## config.mk

```make
export PLATFORM = sky130hd
export DESIGN_NAME = resource_arbiter
export DESIGN_NICKNAME = d
export VERILOG_FILES = /design/src/rtl/resource_arbiter.sv
export SDC_FILE = /design/constraint.sdc
export NUM_CORES = 1
export LEC_CHECK = 0
export ABC_AREA = 1
export CAP_MARGIN = 20
export CORE_AREA = 4 4 75 77
export CTS_BUF_LIST = sky130_fd_sc_hd__clkbuf_4 sky130_fd_sc_hd__clkbuf_8
export CTS_CLUSTER_SIZE = 28
export DETAILED_ROUTE_END_ITERATION = 12
export DIE_AREA = 0 0 79 81
export MAX_ROUTING_LAYER = met4
export PLACE_DENSITY_LB_ADDON = 0.05
export SKIP_CTS_REPAIR_TIMING = 1
export SLEW_MARGIN = 30
export SYNTH_ARGS = -nofsm -noshare
export SYNTH_HDL_FRONTEND = slang
export SYNTH_SLANG_ARGS = --single-unit
```

## constraint.sdc

```tcl
create_clock -name clk -period 4.6 [get_ports clk]
set_input_delay 0.46 -clock clk [delete_from_list [all_inputs] [get_ports clk]]
set_output_delay 0.46 -clock clk [all_outputs]
set_load 0.01 [all_outputs]
```

## src/rtl/resource_arbiter.sv

```systemverilog
`default_nettype none
//============================================================================
// Module   : resource_arbiter
// Two-lane arbiter for a fixed-latency shared resource, with hold-limited
// rotation and per-lane flush of in-flight responses.
// Revision : 1.0
//============================================================================
module resource_arbiter #(
    parameter int MAX_HOLD = 4,
    parameter int LATENCY  = 2
) (
    input  logic        clk,
    input  logic        reset,
    input  logic        req0,
    input  logic        req1,
    input  logic [31:0] data0,
    input  logic [31:0] data1,
    input  logic        flush0,
    input  logic        flush1,
    output logic        grant0,
    output logic        grant1,
    output logic        res_valid,
    output logic [31:0] res_data,
    input  logic [31:0] res_result,
    output logic [31:0] rsp_data,
    output logic        rsp_valid0,
    output logic        rsp_valid1
);

    localparam int                    c_hold_w   = $clog2(MAX_HOLD) + 1;
    localparam logic [c_hold_w-1:0]   c_hold_max = c_hold_w'(MAX_HOLD - 1);
    localparam logic [c_hold_w-1:0]   c_hold_one = c_hold_w'(1);

    typedef enum logic [1:0] {
        S_IDLE   = 2'd0,
        S_GRANT0 = 2'd1,
        S_GRANT1 = 2'd2
    } state_t;

    state_t                state_q, state_d;
    logic [c_hold_w-1:0]   hold_cnt_q, hold_cnt_d;
    logic                  last_q, last_d;
    logic [LATENCY-1:0]    tag_vld_q, tag_vld_d;
    logic [LATENCY-1:0]    tag_id_q, tag_id_d;

    logic w_eff_req0, w_eff_req1;
    logic w_issue0, w_issue1;
    logic w_out_vld, w_out_id;

    // A request flushed in the same cycle does not compete for the resource.
    assign w_eff_req0 = req0 & ~flush0;
    assign w_eff_req1 = req1 & ~flush1;

    assign grant0 = (state_q == S_GRANT0);
    assign grant1 = (state_q == S_GRANT1);

    assign w_issue0  = grant0 & w_eff_req0;
    assign w_issue1  = grant1 & w_eff_req1;
    assign res_valid = w_issue0 | w_issue1;
    assign res_data  = w_issue0 ? data0 : (w_issue1 ? data1 : 32'd0);

    always_comb begin
        state_d    = state_q;
        hold_cnt_d = hold_cnt_q;
        last_d     = last_q;
        case (state_q)
            S_IDLE: begin
                if (w_eff_req0 && w_eff_req1) state_d = last_q ? S_GRANT0 : S_GRANT1;
                else if (w_eff_req0)          state_d = S_GRANT0;
                else if (w_eff_req1)          state_d = S_GRANT1;
            end
            S_GRANT0: begin
                if (!w_eff_req0)                              state_d = w_eff_req1 ? S_GRANT1 : S_IDLE;
                else if (hold_cnt_q == c_hold_max && w_eff_req1) state_d = S_GRANT1;
                else if (hold_cnt_q != c_hold_max)            hold_cnt_d = hold_cnt_q + c_hold_one;
            end
            S_GRANT1: begin
                if (!w_eff_req1)                              state_d = w_eff_req0 ? S_GRANT0 : S_IDLE;
                else if (hold_cnt_q == c_hold_max && w_eff_req0) state_d = S_GRANT0;
                else if (hold_cnt_q != c_hold_max)            hold_cnt_d = hold_cnt_q + c_hold_one;
            end
            default: state_d = S_IDLE;
        endcase
        // Every fresh grant restarts the hold window and records the owner.
        if (state_d != state_q && state_d == S_GRANT0) begin
            hold_cnt_d = '0;
            last_d     = 1'b0;
        end else if (state_d != state_q && state_d == S_GRANT1) begin
            hold_cnt_d = '0;
            last_d     = 1'b1;
        end
    end

    // Tag pipeline mirrors the resource latency; a lane flush kills its own
    // entries wherever they sit, including the one leaving the last stage.
    always_comb begin
        tag_vld_d    = '0;
        tag_id_d     = '0;
        tag_vld_d[0] = res_valid;
        tag_id_d[0]  = w_issue1;
        for (int i = 1; i < LATENCY; i++) begin
            tag_vld_d[i] = tag_vld_q[i-1] & ~(tag_id_q[i-1] ? flush1 : flush0);
            tag_id_d[i]  = tag_id_q[i-1];
        end
    end

    assign w_out_vld  = tag_vld_q[LATENCY-1];
    assign w_out_id   = tag_id_q[LATENCY-1];
    assign rsp_valid0 = w_out_vld & ~w_out_id & ~flush0;
    assign rsp_valid1 = w_out_vld &  w_out_id & ~flush1;
    assign rsp_data   = (rsp_valid0 | rsp_valid1) ? res_result : 32'd0;

    always_ff @(posedge clk or posedge reset) begin
        if (reset) begin
            state_q    <= S_IDLE;
            hold_cnt_q <= '0;
            last_q     <= 1'b1;
            tag_vld_q  <= '0;
            tag_id_q   <= '0;
        end else begin
            state_q    <= state_d;
            hold_cnt_q <= hold_cnt_d;
            last_q     <= last_d;
            tag_vld_q  <= tag_vld_d;
            tag_id_q   <= tag_id_d;
        end
    end

endmodule
`default_nettype wire
```

# Word level (Yosys, flattened, before mapping)
# Cells that the tools add are included.
[op_classes]
addsub = 1
eq_ne = 11
mux = 25
n_bitwise = 15
n_reduce_logical = 9
[ops]
columns = ["operator", "count"]
rows = [
  ["$mux 32", 3],
  ["$mux 3", 7],
  ["$mux 2", 9],
  ["$and 1x1->1", 9],
  ["$ne 4x1->1 const B", 2],
  ["$ne 4x2->1 const B", 2],
  ["$pmux 2 s3", 1],
  ["$pmux 3 s2", 1],
  ["$logic_and 1x1->1", 5],
  ["$reduce_and 5->1", 1],
  ["$eq 2x1->1 const B", 2],
  ["$eq 2x2->1 const B", 2],
  ["$mux 1", 4],
  ["$not 1->1", 4],
  ["$reduce_bool 4->1", 1],
  ["$add 3x1->3 const B", 1],
  ["$eq 3x2->1 const B", 1],
  ["$ne 3x2->1 const B", 1],
  ["$logic_not 2->1", 1],
  ["$ne 2x2->1", 1],
  ["$or 1x1->1", 2],
  ["$reduce_bool 2->1", 1],
]
[word_totals]
reg_bits = 10
inputBits = 102
output_inout_bits = 69

# Logic depth before layout (Yosys ltp)
[logic_depth]
ltp_word = 10
depth_mapped = 11

# Worst setup path after synthesis
# OpenSTA, ideal clock, no wires.
[synth_path]
path_type = "register to output"
start = "register state_q[0]"
end = "output res_data[10]"
arrival_time_ns = 1.580
required_time_ns = 4.140
setup_slack_ns = 2.560
stages_incl_launch_ff = 8
n_path_buf = 1
cell_sequence = "dfrtp_1 inv_1 ha_1 nand3_2 inv_2 clkbuf_1 nand2_1 a21oi_1"
[synth_via]
elab_chain_cells = 4
[synth_lines]
columns = ["item", "line", "source"]
rows = [
  ["from (decl)", "40", "state_t state_q, state_d;"],
  ["from (signal assigned)", "121", "state_q <= state_d;"],
  ["$eq 2x2->1", "55", "assign grant1 = (state_q == S_GRANT1);"],
  ["net grant1", "21", "output logic grant1,"],
  ["$and 1x1->1", "58", "assign w_issue1 = grant1 & w_eff_req1;"],
  ["$mux 32 (2 in series)", "60", "assign res_data = w_issue0 ? data0 : (w_issue1 ? data1 : 32'd0);"],
  ["to (decl)", "23", "output logic [31:0] res_data,"],
]
# The timed path passes the listed nets, and every way through them passes these cells.

# Worst setup path in the final report
[layout_path]
start = "input req0"
end = "output res_data[30]"
[layout_via]
elab_chain_cells = 3
[layout_lines]
columns = ["item", "line", "source"]
rows = [
  ["from (decl)", "14", "input logic req0,"],
  ["$and 1x1->1", "51", "assign w_eff_req0 = req0 & ~flush0;"],
  ["$and 1x1->1", "57", "assign w_issue0 = grant0 & w_eff_req0;"],
  ["$mux 32", "60", ""],
]
# Every way passes these cells.

==> summary.txt <==
Synth
  • Yosys top cell area share: 18.6%
  • Ys Warns: 0
  • Syn_nets: 363
  • Mapped cell area: 1390 sq um
  • Number of synthesized register bits: 10
  • Leading area contributor after synthesis: nor2_1
  • Synth top area cells: nor2_1, dfrtp_1, nand2_1
  • Post-synth cell types: 26
  • Post-synthesis cell count: 255
  • Sequential area share after synthesis: 18.1%
  • Syn Area/Cell: 5.46 sq um

Critical path
  • Critical Path Sink: res_data[30]
  • Cell family with most CP delay: buffers and inverters
  • WS Path Type: primary input to output pin
  • Worst R2R Start: state_q[1]$_DFF_PP0_
  • Total stage count of the critical path: 5
  • R2r worst-path depth: 9
  • Worst Setup Start Kind: primary input
  • Critical-path cell list: clkdlybuf4s50_1 -> nand3_4 -> buf_4 -> a21oi_1 -> clkdlybuf4s50_1
  • Crit-path most repeated cell: clkdlybuf4s50_1
  • CP Data Required Time: 4.14 ns
  • CP max FO: 65
  • Worst setup startpoint: req0
  • Register-to-register setup slack: 2.29 ns
  • Worst path arrival time: 2.63 ns
  • Critical path's largest stage delay: 0.60 ns
  • Critical path buffers and inverters: 3
  • Worst setup EP type: output pin
  • R2r endpoint: hold_cnt_q[0]$_DFFE_PP0P_
  • CP max stage cell: clkdlybuf4s50_1

Layout
  • Commonest non-fill, non-tap cell in the layout: clkdlybuf4s50_1
  • Most frequent cells in the layout: clkdlybuf4s50_1, nor2_1, nand2_1
  • Antenna cells: 0
  • Share of layout cells above drive strength 1: 6.00%
  • Final net count: 526
  • Final Util: 63.4%
  • Area grow syn2layout: 128%
  • Post-route non-filler standard cell count: 487

Global routing
  • First-pass GRT wire length: 9.27 mm
  • GRT Residual Overflow: 0
  • Initial antenna violation count: 0
  • GRT Total Usage: 18.2%
  • Largest net degree at the start of global routing: 66
  • Vias in the first global route: 1,966

Routing
  • Post-route ant nets: 0
  • Routed WL per cell: 12.6 um
  • Pre-antenna DRT Iters: 4
  • Drt total wl: 6.15 mm
  • Vias: 2,064
  • Detail-routed via count per cell: 4.24
  • Initial DRC count: 54
  • DRC errors left: 0

Floorplanning
  • Rows: 26
  • I/O pin count: 171
  • Die Y: 81 um
  • Chip width: 79 um
  • Die ar.: 6400 sq um
  • Initial Utilization: 27.8%
  • CORE AREA: 5010 sq um

Timing
  • Setup WS post-layout: 1.51 ns
  • Worst hold margin: 0.407 ns
  • Max-slew violation count: 0
  • Measured slew at the worst slew-check pin: 0.654 ns
  • Fmax: 323 MHz
  • # setup viols final: 0
  • Setup TNS: 0 ns
  • Final hold vios: 0
  • Skew final: 0.00432 ns
  • Slew HR: 56.4%
  • Tmin final: 3.09 ns
  • Unrepaired setup endpoints after global routing: no
  • Final period util: 67.2%

CTS
  • CTS H-tree lvls: 1
  • TritonCTS clock tree: yes
  • Clock buffer depth: 2
  • Clk sinks: 10
  • CTS buffer count: 3
  • Clock latency on the worst-skew pair: 0.23 ns
  • CTS clk-pin slew, worst paths: 0.05 ns
  • Root buffer cell: clkbuf_8

Pwr
  • PwrDens: 227 nW/um^2
  • Pleak: 0.00144 uW
  • VDD IR max: 0.238 mV

Placement
  • Final Wtd Congestion: 0.805
  • Pre-CTS WS: 1.48 ns
  • Placed cell count: 483
  • HPWL after detailed placement: 5.23 mm
  • Port buffer count: 170

Worst hold path
  • Worst hold path type: flip-flop to flip-flop
  • Hold path depth: 0

Job
  • Number of max-cap violations: 0

Run status
  • Outcome: completed
## worst register-to-register path, stage by stage (launching register included)
cell	delay (ns)
dfrtp_1	0.44
inv_1	0.14
ha_1	0.26
nand3_4	0.50
nand2_1	0.33
nand3_1	0.12
nand3_2	0.09
o2111ai_2	0.15
nand2_2	0.13
nor2_1	0.04
## metal layers
layer / vias up / global-route usage [%] / share of wire, %
met2: 98 / 34.2 / 51
met5: - / - / 0
met4: 0 / 3.61 / 1.3
met1: 864 / 20.1 / 40
met3: 10 / 3.66 / 8.4
li1: 1092 / - / -
## area by class of cell
type,count,area [sq um]
clock buffers,4,48.8
fillers,484,1830
inverters,49,184
multi-input cells,183,895
flip-flops and latches,10,251
well taps,70,87.6
repair buffers,171,1710
## flip-flops by register name, indices dropped and copies added (netlist names)
| name | flops |
|---|---|
| hold_cnt_q | 3 |
| tag_vld_q | 2 |
| tag_id_q | 2 |
| last_q | 1 |
| state_q | 2 |
## where the power goes
group / internal, uW / total (uW) / switching (uW)
Sequential: 119 / 141 / 21.9
Clock: 66.4 / 98.6 / 32.2
Combinational: 263 / 482 / 219
Total: 448 / 721 / 274
## metrics by stage
| step | total power [uW] | area [sq um] |
|---|---|---|
| after floorplan | 385 | 1390 |
| final | 721 | 3180 |
| after CTS | 731 | 3180 |
| after global routing | 788 | 3180 |
| after global placement | 622 | 3120 |
| after detailed placement | 629 | 3130 |
## cells in the mapped netlist
cell and count:
inv_1 43, nor2_4 1, o2111ai_2 1, o211ai_2 2
o211a_1 1, a21oi_1 33, inv_2 5, dfstp_2 1
nor2_2 4, or2_2 1, nor3b_1 1, nand3_1 8
buf_4 3, ha_1 6, nand2_1 47, nand2_2 1
o21ai_1 1, nand3_2 3, buf_2 7, dfrtp_1 9
xor2_1 1, nor2_1 69, o21ai_0 2, mux2_2 1
clkbuf_1 3, clkinv_1 1
## worst min path at each step
stage,from,to,slack (ns)
finish,tag_id_q[0]$_DFF_PP0_,tag_id_q[1]$_DFF_PP0_,0.41
global route,tag_id_q[0]$_DFF_PP0_,tag_id_q[1]$_DFF_PP0_,0.43
CTS,tag_id_q[0]$_DFF_PP0_,tag_id_q[1]$_DFF_PP0_,0.41
detailed placement,tag_id_q[0]$_DFF_PP0_,tag_id_q[1]$_DFF_PP0_,0.40
global placement,tag_id_q[0]$_DFF_PP0_,tag_id_q[1]$_DFF_PP0_,0.40
floorplan,reset,hold_cnt_q[0]$_DFFE_PP0P_,0.30
## kinds of logic (layout without fill, tap and decap cells)
family	Yosys count	count (layout)	synth area share, %
flip-flops	10	10	18.1
AO/OA/AOI/OAI	40	40	16.5
adder cells (fa/ha/maj)	6	6	5.40
XOR/XNOR	1	1	0.630
buffers and inverters	62	224	18.2
multiplexers	1	1	0.809
AND/OR/NAND/NOR	135	135	40.4
Power figures use the tool's default switching activity.
